==> config.mk <==
export PLATFORM = sky130hd
export DESIGN_NAME = vlsu_shuffle_fifo_unit
export DESIGN_NICKNAME = d
export VERILOG_FILES = /design/src/rtl/vlsu_shuffle_fifo_unit.sv
export SDC_FILE = /design/constraint.sdc
export NUM_CORES = 2
export LEC_CHECK = 0
export ABC_CLOCK_PERIOD_IN_PS = 6300
export CAP_MARGIN = 20
export CORE_AREA = 2 2 312 314
export CTS_BUF_LIST = sky130_fd_sc_hd__clkbuf_8
export DETAILED_ROUTE_END_ITERATION = 8
export DIE_AREA = 0 0 314 316
export PLACE_DENSITY = 0.71
export SYNTH_ARGS = -nofsm -noshare
export SYNTH_HDL_FRONTEND = slang
export SYNTH_SLANG_ARGS = --single-unit
export TNS_END_PERCENT = 1
==> constraint.sdc <==
create_clock -name clk_i -period 6.3 [get_ports clk_i]
set_clock_uncertainty 0.2 [all_clocks]
set_input_delay 0.945 -clock clk_i [delete_from_list [all_inputs] [get_ports clk_i]]
set_output_delay 0.945 -clock clk_i [all_outputs]
set_load 0.1 [all_outputs]
==> src/rtl/vlsu_shuffle_fifo_unit.sv <==
// rtl/vlsu_shuffle_fifo_unit.sv - VLSU load shuffle stage with per-lane output FIFOs
// Optional feature macro: VLSU_SHF_SKIP_IDLE_EN (lanes whose beat has no enabled nibble skip the push).
module vlsu_shuffle_fifo_unit #(
    parameter int NrExits       = 4,
    parameter int NbPerLane     = 16,
    parameter int InfoDepth     = 4,
    parameter int LaneFifoDepth = 2,
    parameter int ReqIdBits     = 3,
    parameter int CntBits       = 16,
    parameter int VAddrSetBits  = 8
) (
    input  logic                              clk_i,
    input  logic                              rst_i,
    input  logic                              seq_valid_i,
    output logic                              seq_ready_o,
    input  logic [NrExits*NbPerLane*4-1:0]    seq_nb_i,
    input  logic [NrExits*NbPerLane-1:0]      seq_en_i,
    input  logic                              info_valid_i,
    output logic                              info_ready_o,
    input  logic [ReqIdBits-1:0]              info_req_id_i,
    input  logic [1:0]                        info_sew_i,
    input  logic                              info_vm_i,
    input  logic [CntBits-1:0]                info_cmt_cnt_i,
    input  logic [VAddrSetBits-1:0]           info_vaddr_set_i,
    input  logic [NrExits-1:0]                mask_valid_i,
    input  logic [NrExits*NbPerLane-1:0]      mask_bits_i,
    output logic                              mask_ready_o,
    output logic [NrExits-1:0]                tx_valid_o,
    input  logic [NrExits-1:0]                tx_ready_i,
    output logic [NrExits*NbPerLane*4-1:0]    tx_data_o,
    output logic [NrExits*NbPerLane-1:0]      tx_nbe_o,
    output logic [NrExits*ReqIdBits-1:0]      tx_req_id_o,
    output logic [NrExits*VAddrSetBits-1:0]   tx_vaddr_set_o,
    output logic                              done_valid_o,
    output logic [ReqIdBits-1:0]              done_req_id_o
);
    localparam int NbTot = NrExits * NbPerLane;
    localparam int LaneW = NbPerLane * 4;
    localparam int IPtrW = $clog2(InfoDepth);
    localparam int LPtrW = $clog2(LaneFifoDepth);

    logic [ReqIdBits-1:0]    iq_req_id [InfoDepth];
    logic [1:0]              iq_sew    [InfoDepth];
    logic                    iq_vm     [InfoDepth];
    logic [CntBits-1:0]      iq_cnt    [InfoDepth];
    logic [VAddrSetBits-1:0] iq_vaddr  [InfoDepth];
    logic [IPtrW:0]          iq_wp, iq_rp;
    logic [IPtrW-1:0]        hp;
    logic                    iq_empty, iq_full, info_push, commit, head_pop;
    logic [NrExits-1:0]      lane_full;

    logic [ReqIdBits-1:0]    head_req_id;
    logic [1:0]              head_sew;
    logic                    head_vm;
    logic [CntBits-1:0]      head_cnt;
    logic [VAddrSetBits-1:0] head_vaddr;

    assign hp          = iq_rp[IPtrW-1:0];
    assign head_req_id = iq_req_id[hp];
    assign head_sew    = iq_sew[hp];
    assign head_vm     = iq_vm[hp];
    assign head_cnt    = iq_cnt[hp];
    assign head_vaddr  = iq_vaddr[hp];

    assign iq_empty     = (iq_wp == iq_rp);
    assign iq_full      = (iq_wp == {~iq_rp[IPtrW], iq_rp[IPtrW-1:0]});
    assign info_ready_o = !iq_full;
    assign info_push    = info_valid_i && !iq_full;

    // Gating with rst_i keeps a reset cycle from committing or pulsing done.
    assign seq_ready_o   = !rst_i && !iq_empty && !(|lane_full) && (head_vm || &mask_valid_i);
    assign commit        = seq_valid_i && seq_ready_o;
    assign head_pop      = commit && (head_cnt == '0);
    assign mask_ready_o  = commit && !head_vm;
    assign done_valid_o  = head_pop;
    assign done_req_id_o = head_req_id;

    always_ff @(posedge clk_i) begin
        if (rst_i) begin
            iq_wp <= '0;
            iq_rp <= '0;
            for (int i = 0; i < InfoDepth; i++) begin
                iq_req_id[i] <= '0;
                iq_sew[i]    <= '0;
                iq_vm[i]     <= 1'b0;
                iq_cnt[i]    <= '0;
                iq_vaddr[i]  <= '0;
            end
        end else begin
            if (info_push) begin
                iq_req_id[iq_wp[IPtrW-1:0]] <= info_req_id_i;
                iq_sew[iq_wp[IPtrW-1:0]]    <= info_sew_i;
                iq_vm[iq_wp[IPtrW-1:0]]     <= info_vm_i;
                iq_cnt[iq_wp[IPtrW-1:0]]    <= info_cmt_cnt_i;
                iq_vaddr[iq_wp[IPtrW-1:0]]  <= info_vaddr_set_i;
                iq_wp                       <= iq_wp + 1'b1;
            end
            if (commit) begin
                iq_vaddr[hp] <= head_vaddr + 1'b1;
                if (head_pop) iq_rp <= iq_rp + 1'b1;
                else          iq_cnt[hp] <= head_cnt - 1'b1;
            end
        end
    end

    // Every element width gets its own fixed wiring; the head's sew picks one.
    logic [3:0][NrExits-1:0][LaneW-1:0]     shf_data;
    logic [3:0][NrExits-1:0][NbPerLane-1:0] shf_en;
    logic [NrExits-1:0][LaneW-1:0]          lane_data;
    logic [NrExits-1:0][NbPerLane-1:0]      lane_nbe;

    for (genvar c = 0; c < 4; c++) begin : g_sew
        for (genvar l = 0; l < NrExits; l++) begin : g_l
            for (genvar o = 0; o < NbPerLane; o++) begin : g_o
                localparam int E = 2 << c;
                localparam int S = ((o / E) * NrExits + l) * E + (o % E);
                if (S < NbTot) begin : g_map
                    assign shf_data[c][l][4*o +: 4] = seq_nb_i[4*S +: 4];
                    assign shf_en[c][l][o]          = seq_en_i[S];
                end else begin : g_none
                    assign shf_data[c][l][4*o +: 4] = 4'h0;
                    assign shf_en[c][l][o]          = 1'b0;
                end
            end
        end
    end

    for (genvar l = 0; l < NrExits; l++) begin : g_lane
        logic [LaneW-1:0]        f_data  [LaneFifoDepth];
        logic [NbPerLane-1:0]    f_nbe   [LaneFifoDepth];
        logic [ReqIdBits-1:0]    f_req   [LaneFifoDepth];
        logic [VAddrSetBits-1:0] f_vaddr [LaneFifoDepth];
        logic [LPtrW:0]          wp, rp;
        logic                    empty, push, pop;

        assign lane_data[l] = shf_data[head_sew][l];
        assign lane_nbe[l]  = shf_en[head_sew][l]
                            & (head_vm ? {NbPerLane{1'b1}} : mask_bits_i[l*NbPerLane +: NbPerLane]);

        assign empty        = (wp == rp);
        assign lane_full[l] = (wp == {~rp[LPtrW], rp[LPtrW-1:0]});
        assign pop          = !empty && tx_ready_i[l];
`ifdef VLSU_SHF_SKIP_IDLE_EN
        assign push = commit && (|lane_nbe[l]);
`else
        assign push = commit;
`endif

        always_ff @(posedge clk_i) begin
            if (rst_i) begin
                wp <= '0;
                rp <= '0;
                for (int i = 0; i < LaneFifoDepth; i++) begin
                    f_data[i]  <= '0;
                    f_nbe[i]   <= '0;
                    f_req[i]   <= '0;
                    f_vaddr[i] <= '0;
                end
            end else begin
                if (push) begin
                    f_data[wp[LPtrW-1:0]]  <= lane_data[l];
                    f_nbe[wp[LPtrW-1:0]]   <= lane_nbe[l];
                    f_req[wp[LPtrW-1:0]]   <= head_req_id;
                    f_vaddr[wp[LPtrW-1:0]] <= head_vaddr;
                    wp                     <= wp + 1'b1;
                end
                if (pop) rp <= rp + 1'b1;
            end
        end

        assign tx_valid_o[l]                                 = !empty;
        assign tx_data_o[l*LaneW +: LaneW]                   = f_data[rp[LPtrW-1:0]];
        assign tx_nbe_o[l*NbPerLane +: NbPerLane]            = f_nbe[rp[LPtrW-1:0]];
        assign tx_req_id_o[l*ReqIdBits +: ReqIdBits]         = f_req[rp[LPtrW-1:0]];
        assign tx_vaddr_set_o[l*VAddrSetBits +: VAddrSetBits] = f_vaddr[rp[LPtrW-1:0]];
    end

`ifndef SYNTHESIS
    always_ff @(posedge clk_i) begin
        if (!rst_i) assert (!(seq_valid_i && iq_empty));
    end
`endif
endmodule

==> impl_metrics.toml <==
[clocking]
cts_made_buffers = 151
root_buffer = "clkbuf_8"
cts-htree-levels = 4
cts_tree = "built"
post_cts_buffers = 0
clockBufferDepth = 3
cts_resized = 0
postCtsHoldBufs = 0
clk-insertion-delay-late_ns = 0.82
cts_num_sinks = 876
clk_pin_slew_ns = 0.07

[yosys]
syn_area_sq_um = 43700
synth-seq-area-share_pct = 59.5
synth_enable_flop_cells = 848
syn-num-nets = 4249
yosys_warnings = 0
async_reset_ff_share_pct = 0
syn_avg_cell_area_sq_um = 11.5
synth_cells = 3816
synthFlopType = "edfxtp_1"
ys_ff_latch = 876
ys_types = 52

[layout]
final_cell_mix = "848 x edfxtp_1, 770 x clkdlybuf4s50_1, 605 x nor2_1"
syn_to_final_growth_pct = 27.6
layout.nets = 4972
layout_commonest_cell = "edfxtp_1"
drive_above_1_share_pct = 15.7

[pwr]
power_w = 0.0152
leakagePower_nw = 20.9
power_density_nw_per_um2 = 273
vdd_drop_max_mv = 0.193
power_frac_comb_pct = 24.3
clockPowerShare_pct = 31.3
p_int_w = 0.0101
switching_share_pct = 33.5
sequentialPowerShare_pct = 44.3
p_switching_w = 0.00512

[worst_hold_path]
holdPathStages = 2
hp-class = "register to register"

[timing]
setup_viol = 0
setup_tns_ns = 0
fin_ws_ns = 0.728
drv_slew = 0
tightest_slew_ns = 1.23
min_period_ns = 5.57
fmax_mhz = 179
rsz0062_at_grt = "false"
post-route-period-util_pct = 88.4
hold_violations = 0
slew_headroom_pct = 18.0

[floorplanning]
start_util_pct = 45.6
die_area_sq_um = 99200
die_w_um = 314
ios = 801
die_h_um = 316
coreArea_sq_um = 96000
fp-row-count = 114

[setup_path]
worstPathArrival_ns = 4.43
startpoint_type = "register"
crit_path_end_kind = "primary output"
path_max_fanout = 24
slowest_delay_ns = 0.81
criticalPathCategory = "register to primary output"
critical_path_required_ns = 5.15
path_cells = "mux4_2 -> inv_1 -> ha_1 -> nor2b_1 -> a2bb2oi_1 -> or4b_1 -> nor4_2 -> buf_4"
slowest_stage = "dfxtp_2"
reg2regPathDepth = 9

[placed_design]
io_buffers = 800
dp_slack_ns = 1.33
place_congestion = 0.975
hpwl_um = 113000

[route]
postRouteAntennaNets = 0
drt-met1-wl_um = 59400
top_layer = "met5"
first_pass_iters = 6
met3_length_um = 16200
wirelength_um = 163000
wl_per_cell_um = 27.3
drcViolationCount = 0
wl_met2_um = 79100
viasPerCell = 5.79
vias = 34500
first_iter_violations = 3782

[global_routing]
antenna_found_initial = 41
overflow = 0
grt_pass1_wl_um = 227000
grt_use_total_pct = 31.7
grt_max_degree = 193
grt_pass1_vias = 32900

[run_status]
outcome = "finished, final reports clean"

[job]
max_cap_viol_count = 0
critical path, delay by kind of cell (launching register included):
family	cells	cell delay, ns
AOI/OAI and AO/OA	1	0.10
buffers and inverters	2	0.49
adders and majority gates	1	0.19
and+or+nand+nor	3	1.33
DFF	1	0.81
muxes	1	0.67
layer usage:
metal  vias up  global-route usage (%)
met5         -                       0
met4        30                    15.1
met3       402                    8.42
met2      2004                    53.2
met1     16900                    38.2
li1      15200                       -
cell type report:
type | instances | area, sq um
Antenna cell | 28 | 70.1
Clock buffer | 162 | 2230
Clock inverter | 104 | 475
Fill cell | 8007 | 40200
Inverter | 20 | 75.1
Multi-Input combinational cell | 2625 | 16700
Sequential cell | 876 | 26000
Tap cell | 1276 | 1600
Timing Repair Buffer | 865 | 8620
synth_stat cells, types with 19 or more instances:
master	number	share of area, %
nor2b_1	147	2.1
o221ai_1	36	0.72
xor2_1	23	0.46
a31oi_1	66	0.94
nor2_1	608	5.2
a21oi_1	224	2.6
clkbuf_1	254	2.2
inv_1	19	0.16
mux4_2	37	1.9
o21ai_0	27	0.31
buf_1	27	0.23
xnor2_1	24	0.48
mux2_2	378	9.7
and2_1	42	0.60
edfxtp_1	848	58
dfxtp_1	28	1.3
nand2_1	553	4.7
nand3_1	75	0.86
and3_1	96	1.4
mux2i_1	129	3.0
power groups by stage:
stage	logic (W)	registers [W]	clock network, W
2_1_floorplan	0.00245	0.00684	0
3_3_place_gp	0.00366	0.00687	0
3_5_place_dp	0.00369	0.00688	0
4_1_cts	0.00370	0.00676	0.00483
5_1_grt	0.00384	0.00678	0.00508
6_report	0.00371	0.00676	0.00478
path summary, 6_finish.rpt:
path,from,end,slack (ns)
hold reg to reg,iq_rp[2],iq_rp[2],0.31
hold / removal,iq_rp[2],iq_rp[2],0.31
setup / recovery,register,done_valid_o,0.73
setup reg to reg,register,iq_cnt[3][11],1.41
sequential cells by signal, indices dropped and copies added (netlist names), named ones only:
register        count
g_lane.f_data     512
g_lane.f_nbe      128
g_lane.f_vaddr     64
iq_cnt             64
iq_vaddr           32
g_lane.f_req       24
iq_req_id          12
g_lane.rp           8
g_lane.wp           8
iq_sew              8
iq_vm               4
iq_rp               3
iq_wp               3
per-stage QoR:
step / instance area (sq um) / hold WS (ns) / utilization [%] / instances
floorplan: 43700 / 0.264 / - / 3816
global placement: 53000 / 0.292 / 55.2 / 5658
detailed placement: 53000 / 0.293 / 55.2 / 5661
CTS: 55700 / 0.304 / 58.1 / 5927
global route: 55800 / 0.336 / 58.1 / 5945
finish: 55800 / 0.314 / 58.1 / 5956
kinds of logic after synthesis:
kind of cell / Yosys count / synth area share (%)
buffers and inverters: 315 / 2.82
XOR/XNOR: 47 / 0.941
AO/OA/AOI/OAI: 450 / 6.22
adder cells (fa/ha/maj): 7 / 0.200
multiplexers: 544 / 14.6
flip-flops: 876 / 59.5
AND/OR/NAND/NOR: 1577 / 15.7
(Power assumes the default switching activity.)
